File: src/rtl/intpol2_d4_pkg.sv
// Shared definitions for the intpol2_D4 interpolator and its output FIFO.
// Holds the default sample width used by the core, the default FIFO sizing
// and a constant-evaluable clog2 for deriving address/level widths.
package intpol2_d4_pkg;

    localparam int DEFAULT_DATAPATH_WIDTH = 12;
    localparam int DEFAULT_DEPTH_LOG2     = 5;
    localparam int DEFAULT_AFULL_MARGIN   = 4;
    localparam int DEPTH                  = 2 ** DEFAULT_DEPTH_LOG2;
    localparam int LEVEL_WIDTH            = DEFAULT_DEPTH_LOG2 + 1;

    // Number of bits needed to represent values 0..value-1.
    function automatic int clog2(input int value);
        int result;
        int remaining;
        result    = 0;
        remaining = value - 1;
        while (remaining > 0) begin
            result    = result + 1;
            remaining = remaining >> 1;
        end
        return result;
    endfunction

endpackage

File: src/rtl/intpol2_d4_fifo_out_if.sv
// Write/read/status bundle of the intpol2_D4 output FIFO.
// master: producer/consumer side (core write strobe, consumer read request).
// slave:  the FIFO itself.
interface intpol2_d4_fifo_out_if #(
    parameter int DATAPATH_WIDTH = 12,
    parameter int LEVEL_WIDTH    = 6
);
    logic                      wr_en;
    logic [DATAPATH_WIDTH-1:0] din_I;
    logic [DATAPATH_WIDTH-1:0] din_Q;
    logic                      rd_en;
    logic [DATAPATH_WIDTH-1:0] dout_I;
    logic [DATAPATH_WIDTH-1:0] dout_Q;
    logic                      dout_valid;
    logic                      empty;
    logic                      full;
    logic                      afull;
    logic [LEVEL_WIDTH-1:0]    level;
    logic                      overflow;
    logic                      underflow;

    modport master (
        output wr_en, din_I, din_Q, rd_en,
        input  dout_I, dout_Q, dout_valid, empty, full, afull, level,
               overflow, underflow
    );

    modport slave (
        input  wr_en, din_I, din_Q, rd_en,
        output dout_I, dout_Q, dout_valid, empty, full, afull, level,
               overflow, underflow
    );
endinterface

File: src/rtl/intpol2_d4_fifo_mem.sv
// Simple dual-port storage for the output FIFO: synchronous write and a
// registered read port, shaped so it can be replaced by a BRAM macro.
// The array itself is never reset; only the read register is.
module intpol2_d4_fifo_mem
    import intpol2_d4_pkg::*;
#(
    parameter int WIDTH  = 2 * DEFAULT_DATAPATH_WIDTH,
    parameter int DEPTH  = 32,
    parameter int ADDR_W = clog2(DEPTH)
) (
    input  logic              clk,
    input  logic              rstn,
    input  logic              wr_en,
    input  logic [ADDR_W-1:0] wr_addr,
    input  logic [WIDTH-1:0]  wr_data,
    input  logic              rd_en,
    input  logic [ADDR_W-1:0] rd_addr,
    output logic [WIDTH-1:0]  rd_data
);

    logic [WIDTH-1:0] mem [DEPTH];

    // Storage write; a same-cycle read of the same slot sees the old word.
    always_ff @(posedge clk) begin
        if (wr_en) begin
            mem[wr_addr] <= wr_data;
        end
    end

    // Read register: loads only on a read, otherwise holds the last word.
    always_ff @(posedge clk or negedge rstn) begin
        if (!rstn) begin
            rd_data <= '0;
        end else if (rd_en) begin
            rd_data <= mem[rd_addr];
        end
    end

endmodule

File: src/rtl/intpol2_d4_fifo_out.sv
// Dual-lane (I/Q) output FIFO downstream of the intpol2_D4 interpolator.
// Captures samples on the core write strobe, throttles the core via afull,
// and serves the consumer through a 1-cycle registered read port.
// Optional build macro: INTPOL2_FIFO_WATERMARK_EN adds the peak_level port.
module intpol2_d4_fifo_out
    import intpol2_d4_pkg::*;
#(
    parameter int DATAPATH_WIDTH = DEFAULT_DATAPATH_WIDTH,
    parameter int DEPTH_LOG2     = DEFAULT_DEPTH_LOG2,
    parameter int AFULL_MARGIN   = DEFAULT_AFULL_MARGIN
) (
    input  logic                        clk,
    input  logic                        rstn,
    input  logic                        clear,
    intpol2_d4_fifo_out_if.slave        bus
`ifdef INTPOL2_FIFO_WATERMARK_EN
    ,
    output logic [DEPTH_LOG2:0]         peak_level
`endif
);

    localparam int FIFO_DEPTH = 2 ** DEPTH_LOG2;
    localparam int LEVEL_W    = clog2(FIFO_DEPTH + 1);

    localparam logic [LEVEL_W-1:0] LEVEL_FULL  = LEVEL_W'(FIFO_DEPTH);
    localparam logic [LEVEL_W-1:0] LEVEL_AFULL = LEVEL_W'(FIFO_DEPTH - AFULL_MARGIN);

    logic [DEPTH_LOG2-1:0]       wr_ptr;
    logic [DEPTH_LOG2-1:0]       rd_ptr;
    logic [LEVEL_W-1:0]          level;
    logic [LEVEL_W-1:0]          level_next;
    logic                        dout_valid;
    logic                        overflow;
    logic                        underflow;
    logic                        empty;
    logic                        full;
    logic                        wr_acc;
    logic                        rd_acc;
    logic [2*DATAPATH_WIDTH-1:0] rd_data;

    assign empty = (level == '0);
    assign full  = (level == LEVEL_FULL);

    // Accept decisions; clear blocks both sides, and a read frees room for a write at full.
    always_comb begin
        rd_acc = bus.rd_en && !empty && !clear;
        wr_acc = bus.wr_en && (!full || rd_acc) && !clear;
    end

    // Next occupancy, used by the level register and the watermark.
    always_comb begin
        level_next = level;
        if (clear) begin
            level_next = '0;
        end else if (wr_acc && !rd_acc) begin
            level_next = level + LEVEL_W'(1);
        end else if (rd_acc && !wr_acc) begin
            level_next = level - LEVEL_W'(1);
        end
    end

    // Pointers, level, read-valid strobe and sticky error flags.
    always_ff @(posedge clk or negedge rstn) begin
        if (!rstn) begin
            wr_ptr     <= '0;
            rd_ptr     <= '0;
            level      <= '0;
            dout_valid <= 1'b0;
            overflow   <= 1'b0;
            underflow  <= 1'b0;
        end else begin
            level      <= level_next;
            dout_valid <= rd_acc;
            if (clear) begin
                wr_ptr    <= '0;
                rd_ptr    <= '0;
                overflow  <= 1'b0;
                underflow <= 1'b0;
            end else begin
                if (wr_acc) begin
                    wr_ptr <= wr_ptr + DEPTH_LOG2'(1);
                end
                if (rd_acc) begin
                    rd_ptr <= rd_ptr + DEPTH_LOG2'(1);
                end
                if (bus.wr_en && !wr_acc) begin
                    overflow <= 1'b1;
                end
                if (bus.rd_en && !rd_acc) begin
                    underflow <= 1'b1;
                end
            end
        end
    end

`ifdef INTPOL2_FIFO_WATERMARK_EN
    // Highest occupancy seen since the last reset or clear.
    always_ff @(posedge clk or negedge rstn) begin
        if (!rstn) begin
            peak_level <= '0;
        end else if (clear) begin
            peak_level <= '0;
        end else if (level_next > peak_level) begin
            peak_level <= level_next;
        end
    end
`endif

    intpol2_d4_fifo_mem #(
        .WIDTH  (2 * DATAPATH_WIDTH),
        .DEPTH  (FIFO_DEPTH),
        .ADDR_W (DEPTH_LOG2)
    ) u_mem (
        .clk     (clk),
        .rstn    (rstn),
        .wr_en   (wr_acc),
        .wr_addr (wr_ptr),
        .wr_data ({bus.din_I, bus.din_Q}),
        .rd_en   (rd_acc),
        .rd_addr (rd_ptr),
        .rd_data (rd_data)
    );

    assign bus.dout_I     = rd_data[2*DATAPATH_WIDTH-1:DATAPATH_WIDTH];
    assign bus.dout_Q     = rd_data[DATAPATH_WIDTH-1:0];
    assign bus.dout_valid = dout_valid;
    assign bus.empty      = empty;
    assign bus.full       = full;
    assign bus.afull      = (level >= LEVEL_AFULL);
    assign bus.level      = level;
    assign bus.overflow   = overflow;
    assign bus.underflow  = underflow;

endmodule
File: src/flat_wrapper.sv
// flat-port wrapper written by rule: the top's interface ports become plain ports
module intpol2_d4_fifo_out_flat import intpol2_d4_pkg::*;
#(
    parameter int DATAPATH_WIDTH = DEFAULT_DATAPATH_WIDTH,
    parameter int DEPTH_LOG2     = DEFAULT_DEPTH_LOG2,
    parameter int AFULL_MARGIN   = DEFAULT_AFULL_MARGIN
)
  (clk, rstn, clear, bus_wr_en, bus_din_I, bus_din_Q, bus_rd_en, bus_dout_I, bus_dout_Q, bus_dout_valid, bus_empty, bus_full, bus_afull, bus_level, bus_overflow, bus_underflow);
  intpol2_d4_fifo_out_if #(.DATAPATH_WIDTH(DATAPATH_WIDTH)) bus_i ();
  input  logic clk;
  input  logic rstn;
  input  logic clear;
  input wire logic [$bits(bus_i.wr_en)-1:0] bus_wr_en;
  input wire logic [$bits(bus_i.din_I)-1:0] bus_din_I;
  input wire logic [$bits(bus_i.din_Q)-1:0] bus_din_Q;
  input wire logic [$bits(bus_i.rd_en)-1:0] bus_rd_en;
  output wire logic [$bits(bus_i.dout_I)-1:0] bus_dout_I;
  output wire logic [$bits(bus_i.dout_Q)-1:0] bus_dout_Q;
  output wire logic [$bits(bus_i.dout_valid)-1:0] bus_dout_valid;
  output wire logic [$bits(bus_i.empty)-1:0] bus_empty;
  output wire logic [$bits(bus_i.full)-1:0] bus_full;
  output wire logic [$bits(bus_i.afull)-1:0] bus_afull;
  output wire logic [$bits(bus_i.level)-1:0] bus_level;
  output wire logic [$bits(bus_i.overflow)-1:0] bus_overflow;
  output wire logic [$bits(bus_i.underflow)-1:0] bus_underflow;
  assign bus_i.wr_en = bus_wr_en;
  assign bus_i.din_I = bus_din_I;
  assign bus_i.din_Q = bus_din_Q;
  assign bus_i.rd_en = bus_rd_en;
  assign bus_dout_I = bus_i.dout_I;
  assign bus_dout_Q = bus_i.dout_Q;
  assign bus_dout_valid = bus_i.dout_valid;
  assign bus_empty = bus_i.empty;
  assign bus_full = bus_i.full;
  assign bus_afull = bus_i.afull;
  assign bus_level = bus_i.level;
  assign bus_overflow = bus_i.overflow;
  assign bus_underflow = bus_i.underflow;
  intpol2_d4_fifo_out #(.DATAPATH_WIDTH(DATAPATH_WIDTH), .DEPTH_LOG2(DEPTH_LOG2), .AFULL_MARGIN(AFULL_MARGIN)) u_core (.clk(clk), .rstn(rstn), .clear(clear), .bus(bus_i));
endmodule
File: config.mk
export PLATFORM = sky130hd
export DESIGN_NAME = intpol2_d4_fifo_out_flat
export DESIGN_NICKNAME = d
export VERILOG_FILES = /design/src/rtl/intpol2_d4_pkg.sv /design/src/rtl/intpol2_d4_fifo_out_if.sv /design/src/rtl/intpol2_d4_fifo_mem.sv /design/src/rtl/intpol2_d4_fifo_out.sv /design/src/flat_wrapper.sv
export SDC_FILE = /design/constraint.sdc
export NUM_CORES = 1
export LEC_CHECK = 0
export ABC_CLOCK_PERIOD_IN_PS = 5400
export CAP_MARGIN = 40
export CORE_UTILIZATION = 66
export DETAILED_ROUTE_END_ITERATION = 12
export HOLD_SLACK_MARGIN = 0.08
export PLACE_DENSITY_LB_ADDON = 0.05
export SYNTH_ARGS = -nofsm -noshare
export SYNTH_HDL_FRONTEND = slang
export SYNTH_SLANG_ARGS = --single-unit
File: constraint.sdc
create_clock -name clk -period 5.4 [get_ports clk]
set_input_delay 1.08 -clock clk [delete_from_list [all_inputs] [get_ports clk]]
set_output_delay 1.08 -clock clk [all_outputs]
set_load 0.01 [all_outputs]
==> results of run 1 <==
==> metal layers <==
metal	up-vias	wire (um)	track usage [%]
met5	-	0	0
met4	0	1440	8.77
met2	830	33100	45.8
met3	96	6650	6.03
met1	8161	27500	44.5
li1	6592	-	-
==> worst max-delay path, cell delays in order <==
cell             delay [ns]
clkdlybuf4s50_1        0.60
nor2b_1                0.25
o41a_1                 0.38
nand2_1                0.16
or2_2                  0.38
ha_1                   0.30
a211oi_1               0.32
o21bai_1               0.15
a2111o_1               0.43
o21ai_2                0.07
mux2_1                 0.33
==> layout make-up <==
class                           count  area, sq um  area share, %
Antenna cell                        1         2.50        0.00700
Clock buffer                       89         2060           5.76
Clock inverter                     51          544           1.52
Inverter                            7         26.3         0.0735
Multi-Input combinational cell    614         6810           19.1
Sequential cell                   811        24200           67.6
Tap cell                          607          759           2.13
Timing Repair Buffer              141         1370           3.83
==> metrics by stage <==
step | utilization [%] | setup WS (ns)
6_report | 76.7 | 1.44
5_1_grt | 76.7 | 1.32
4_1_cts | 76.7 | 1.49
3_5_place_dp | 71.1 | 0.896
3_3_place_gp | 70.7 | 1.03
2_1_floorplan | - | 1.69
==> cell families (layout without fill, tap and decap cells) <==
| group | count (synthesis) | count (layout) | synth area share [%] |
|---|---|---|---|
| DFF | 811 | 811 | 77.3 |
| muxes | 226 | 226 | 13.9 |
| AOI/OAI and AO/OA | 195 | 195 | 4.19 |
| and+or+nand+nor | 174 | 174 | 2.59 |
| buffers and inverters | 98 | 288 | 1.32 |
| adders and majority gates | 10 | 10 | 0.425 |
| xor gates and xnor gates | 9 | 9 | 0.252 |
| other | 0 | 1 | 0 |
==> placed cells by master (no fill, tap or decap), drive strengths merged, types with 28 or more instances in the layout <==
cell type / n
clkdlybuf4s50: 63
nor2: 83
dfrtp: 43
buf: 78
mux2i: 42
clkbuf: 89
clkinv: 35
edfxtp: 768
a31oi: 29
mux4: 164
a211oi: 30
o22ai: 33
a21oi: 28
==> state kept, by name (all words and copies together), names as in the netlist <==
name / count
u_core.u_mem.mem: 768
u_core.u_mem.rd_data: 24
u_core.bus.level: 6
u_core.rd_ptr: 5
u_core.wr_ptr: 5
u_core.bus.dout_valid: 1
u_core.bus.overflow: 1
u_core.bus.underflow: 1
==> path summary, 6_finish.rpt <==
check,cells after the start,endpoint,slack (ns)
max reg2reg,10,u_core.bus.level[5],1.50
max in group asynchronous,2,u_core.rd_ptr[3],4.34
min,2,u_core.bus.overflow,0.52
min in group asynchronous,2,u_core.bus.level[1],0.57
max,11,u_core.bus.level[5],1.44
min reg2reg,2,u_core.bus.overflow,0.52
==> power groups by stage <==
stage	clock, mW	combinational (mW)	sequential, mW
CTS	5.60	2.54	7.22
finish	5.55	2.52	7.22
global route	5.82	2.70	7.23
floorplan	0	1.61	7.30
detailed placement	0	2.52	7.35
global placement	0	2.41	7.40
==> implementation parameters, run 1 <==
Parameter                              Value

Yosys
  Cell types with the highest counts after synthesis    edfxtp_1, mux4_2, nor2_1
  Most used DFF post-synth    edfxtp_1
  Sequential-to-total area share from yosys stat    77.3%
  Post-synthesis cell type with the largest combined area    edfxtp_1
  Number of synthesized register bits    811
  Net count of the mapped netlist    1562
  Avg Inst Size Synth    roughly 20 sq um
  Asr flop ratio synth    5.30%
  Number of flops mapped to enable cells by yosys    approximately 770
  Distinct cell type count after synthesis    48
  Area of the mapped netlist    0.0312 sq mm
  Area share of the largest cell type after synthesis    between 70% and 80%
  Dominant cells by area after synthesis    edfxtp_1, mux4_2, dfrtp_1
  Most repeated cell in the gate-level netlist after synthesis    edfxtp_1
  Gate count after technology mapping    1523
  Number of warnings issued by yosys    0

Place
  Detailed Place HPWL    slightly above 40 mm
  Placed cells    2180
  Gpl congestion    0.870
  Placed instance area    0.0331 sq mm
  Port bufs    64

Global routing
  Global Route Usage Sum    29.9%
  Global-route wire length before repair    102 mm
  Largest net degree at the start of global routing    84
  Initial antenna violation count    1
  Via count of the first global-routing pass    15800
  Grt ovf    0

Setup path
  Critical path origin    bus_rd_en
  Critical Path RT    5.88 ns
  Element type at the critical path end    flop
  Launching point of the worst reg2reg path    u_core.bus.level[0]
  CP max FO    8
  Data arrival time of the critical path    4.44 ns
  Category of the most critical setup path    input port to flop
  Category of the worst setup path launch point    input port

Timing
  Final period util    about three quarters
  Worst slew margin relative to its limit    approximately two fifths
  Total negative slack    0 ns
  Final max-slew violation count    0
  Transition time at the pin with the least slew margin    0.912 ns
  Clock skew    0.0229 ns
  Maximum clock frequency    252 MHz
  Setup repair after global routing missed its margin    false
  Final hold violation count    0
  Minimum clock period    3.96 ns
  Final setup vio count    0
  Hold slack final    0.516 ns

Power
  Static leakage power    11.1 nW
  Clock network fraction of total power    36.3%
  Sequential share of power    47.2%
  IR drop worst, VDD    0.000366 V
  Switching power as a share of total power    24.4%
  Combinational fraction of design power    16.5%
  Net switching power    3.73 mW
  Pwr Total    15.3 mW
  Power per cell area    ~430 mW/mm^2
  Int Pwr    11.6 mW

Cells and area
  Synth-to-layout area growth    14.4%
  Non-Filler Instances    2321
  Proportion of layout cells with a drive suffix above 1    24.3%
  Filler instances    around 2500
  Number of nets in the final layout    about 1700
  Post-route cell area    0.0357 sq mm

Die
  DIE AREA    0.0482 sq mm
  Floorplan die width    219 um
  Core area    0.0466 sq mm
  I/O pin cnt    65
  Initial standard-cell utilization of the core    67.1%
  Number of rows created at floorplan    79
  Vert. Die Dim    219 um

Min path
  Hold_sp    u_core.bus.overflow
  HP Class    flop to flop

Clock tree
  Master cell of the clock root buffer    clkbuf_16
  Clock tree from TritonCTS    done
  Register clock-pin slew on the reported worst setup and hold paths    0.06 ns
  H-tree Lvls    3
  Clock Latency Late Sink    about 0.62 ns
  CTS Buf Count    slightly below 80
  Total of cells resized after clock tree synthesis    0
  # Post-CTS Setup Buffers    0
  Num Clock Sinks    about 810
  Max Buffers Root-to-Sink    3
  Hold Buf Count CTS    0

Route
  Count of vias placed by the detailed router    15700
  Routed wire per std cell    29.6 um
  Detail-routed via count per cell    6.76
  Number of detailed-routing iterations run before antenna repair    5
  Initial detailed-routing violation count    1892
  Remaining antenna violation count    0
  DRT Wirelength    68.6 mm
  Number of design rule violations left after detail routing    0

Status
  Run status    completed

Job
  Number of max-capacitance violations reported    0
Power figures use the tool's default switching activity.
==> run 2: changes to the inputs <==
- ABC_CLOCK_PERIOD_IN_PS: 5400 -> 3600
- CORE_UTILIZATION: 66 -> 56
- clock period: 5.4 -> 3.6 ns (I/O delays scaled with it)
==> implementation parameters, run 2 (synthesis gave the netlist of run 1 again) <==
Parameter                              Value

Die
  Initial standard-cell utilization of the core    56.7%
  DIE AREA    0.0567 sq mm
  I/O pin cnt    65
  Floorplan die width    238 um
  Number of rows created at floorplan    86
  Vert. Die Dim    238 um
  Core area    0.0551 sq mm

Global routing
  Largest net degree at the start of global routing    73
  Via count of the first global-routing pass    15900
  Initial antenna violation count    0
  Grt ovf    0
  Global-route wire length before repair    104 mm
  Global Route Usage Sum    between 20% and 30%

Cells and area
  Filler instances    3680
  Post-route cell area    0.0366 sq mm
  Number of flip-flops under the largest register name    768
  Most common library cell in the layout ignoring fill and taps    edfxtp_1
  Antenna cell count    0
  Registers with the highest flip-flop counts    u_core.u_mem.mem x768, u_core.u_mem.rd_data x24, u_core.bus.level x6
  Finished Core Util    around two thirds
  Synth-to-layout area growth    17.1%
  Footprint of the multi-input gates    0.00691 sq mm
  Proportion of layout cells with a drive suffix above 1    26.7%
  Largest reg by FF count    u_core.u_mem.mem
  Number of nets in the final layout    between 1500 and 2000
  FF/Latch Area    0.0242 sq mm
  Non-Filler Instances    2521
  Most frequent cells in the layout    edfxtp_1, mux4_2, buf_4

Setup path
  Element type at the critical path end    flop
  CP max FO    9
  Delay of the slowest cell on the worst path    ~0.57 ns
  Critical Path RT    slightly above 4 ns
  Category of the most critical setup path    flop to flop
  Cell chain of the critical path    or4_4, o31ai_2, nand2_1, or2_2, ha_1, a211oi_2, o21bai_1, a2111o_1, o21ai_2, mux2_1
  Gate family responsible for the most delay along the worst path    compound AO/OA/AOI/OAI gates
  Worst Path Buf+Inv    0
  Category of the worst setup path launch point    flop
  Max stage delay cell, worst path    or4_4
  Data arrival time of the critical path    approximately 4 ns

Place
  Placed instance area    0.0339 sq mm
  Detailed Place HPWL    42.0 mm
  Gpl congestion    0.768
  Placed cells    approximately 2400
  Port bufs    64

Route
  Wire length on met2    33.1 mm
  Count of vias placed by the detailed router    15700
  Routed met1 length    approximately 32 mm
  Routed length on met3    4.55 mm
  DRT Wirelength    70.3 mm
  Routed wire per std cell    27.9 um
  Detail-routed via count per cell    about 6.2
  Highest metal layer with signal wires    met4
  Initial detailed-routing violation count    ~1500
  Number of design rule violations left after detail routing    0
  Remaining antenna violation count    0
  Number of detailed-routing iterations run before antenna repair    5

Timing
  Setup repair after global routing missed its margin    false
  Final setup vio count    0
  Transition time at the pin with the least slew margin    a little over 0.8 ns
  Final max-slew violation count    0
  Clock skew    0.0213 ns
  Final period util    94.3%
  Maximum clock frequency    295 MHz
  Worst slew margin relative to its limit    between 40% and 50%
  Final hold violation count    0
  Minimum clock period    ~3.4 ns

Clock tree
  Clock tree from TritonCTS    done
  Num Clock Sinks    811
  Master cell of the clock root buffer    clkbuf_16
  Max Buffers Root-to-Sink    3
  H-tree Lvls    3
  Clock Latency Late Sink    0.62 ns
  CTS Buf Count    82
  Register clock-pin slew on the reported worst setup and hold paths    0.06 ns

Power
  Power per cell area    630 mW/mm^2
  IR drop worst, VDD    0.000520 V
  Static leakage power    11.5 nW

Status
  Run status    completed

Min path
  HP Class    input port to asynchronous set/reset pin

Job
  Number of max-capacitance violations reported    0
==> run 2: changes by cell type in the layout (fill, tap and decap cells not counted), moves of 4 or more <==
cell	previous run	this run
clkbuf_1	8	18
clkbuf_16	81	85
nor2_2	20	3
bufinv_16	12	7
clkbuf_8	0	5
buf_4	66	102
clkinv_1	20	14
buf_16	5	1
buf_12	2	18
nor2_4	11	28
==> run 2: area by class of cell <==
class,instances,area share [%]
inverters,7,0.0719
multi-input cells,614,18.9
flip-flops and latches,811,66.1
clock buffers,108,6.19
well taps,748,2.56
repair buffers,192,5.17
clock inverters,41,1.03
==> run 2: power by group <==
| part | internal (mW) | leakage [nW] | switching [mW] |
|---|---|---|---|
| logic | 1.97 | 2.76 | 1.93 |
| registers | 10.6 | 7.42 | 0.236 |
| clock network | 4.92 | 1.30 | 3.42 |
==> run 2: worst register-to-register path, cell delays in order, from the launching register on <==
cell	delay [ns]
dfrtp_1	0.44
or4_4	0.57
o31ai_2	0.25
nand2_1	0.10
or2_2	0.33
ha_1	0.33
a211oi_2	0.31
o21bai_1	0.14
a2111o_1	0.43
o21ai_2	0.06
mux2_1	0.32
==> run 2: timing repair <==
action / CTS / global route
resized for setup: 0 / 2
endpoints found under the hold margin: 2 / 0
hold buffers: 1 / 0
setup buffers: 0 / 0
setup endpoints to repair: 0 / 1
==> run 2: final timing paths <==
check                                     start                  endpoint  slack [ns]  depth (start not counted)
setup / recovery            u_core.bus.level[3]       u_core.bus.level[5]        0.20                         10
hold / removal                             rstn  u_core.u_mem.rd_data[21]        0.51                          2
setup reg to reg            u_core.bus.level[3]       u_core.bus.level[5]        0.20                         10
hold reg to reg            u_core.bus.underflow      u_core.bus.underflow        0.51                          2
max in group asynchronous                  rstn          u_core.rd_ptr[3]        2.64                          3
min in group clk           u_core.bus.underflow      u_core.bus.underflow        0.51                          2
==> run 2: through the flow <==
stage                     TNS, ns  hold WS [ns]  power (mW)  setup WS (ns)
after CTS                       0         0.469        23.2         0.0879
after floorplan                 0         0.424        13.4         0.0799
final                           0         0.506        23.0          0.205
after detailed placement   -0.105         0.509        14.9         -0.105
after global routing            0         0.509        23.8         0.0507
after global placement    -0.0237         0.517        14.8        -0.0237
==> run 2: metal layers <==
layer	GRT usage, %	vias to the layer above
li1	-	6719
met1	39.2	8364
met2	38.8	531
met3	3.92	78
met4	6.22	0
met5	0	-
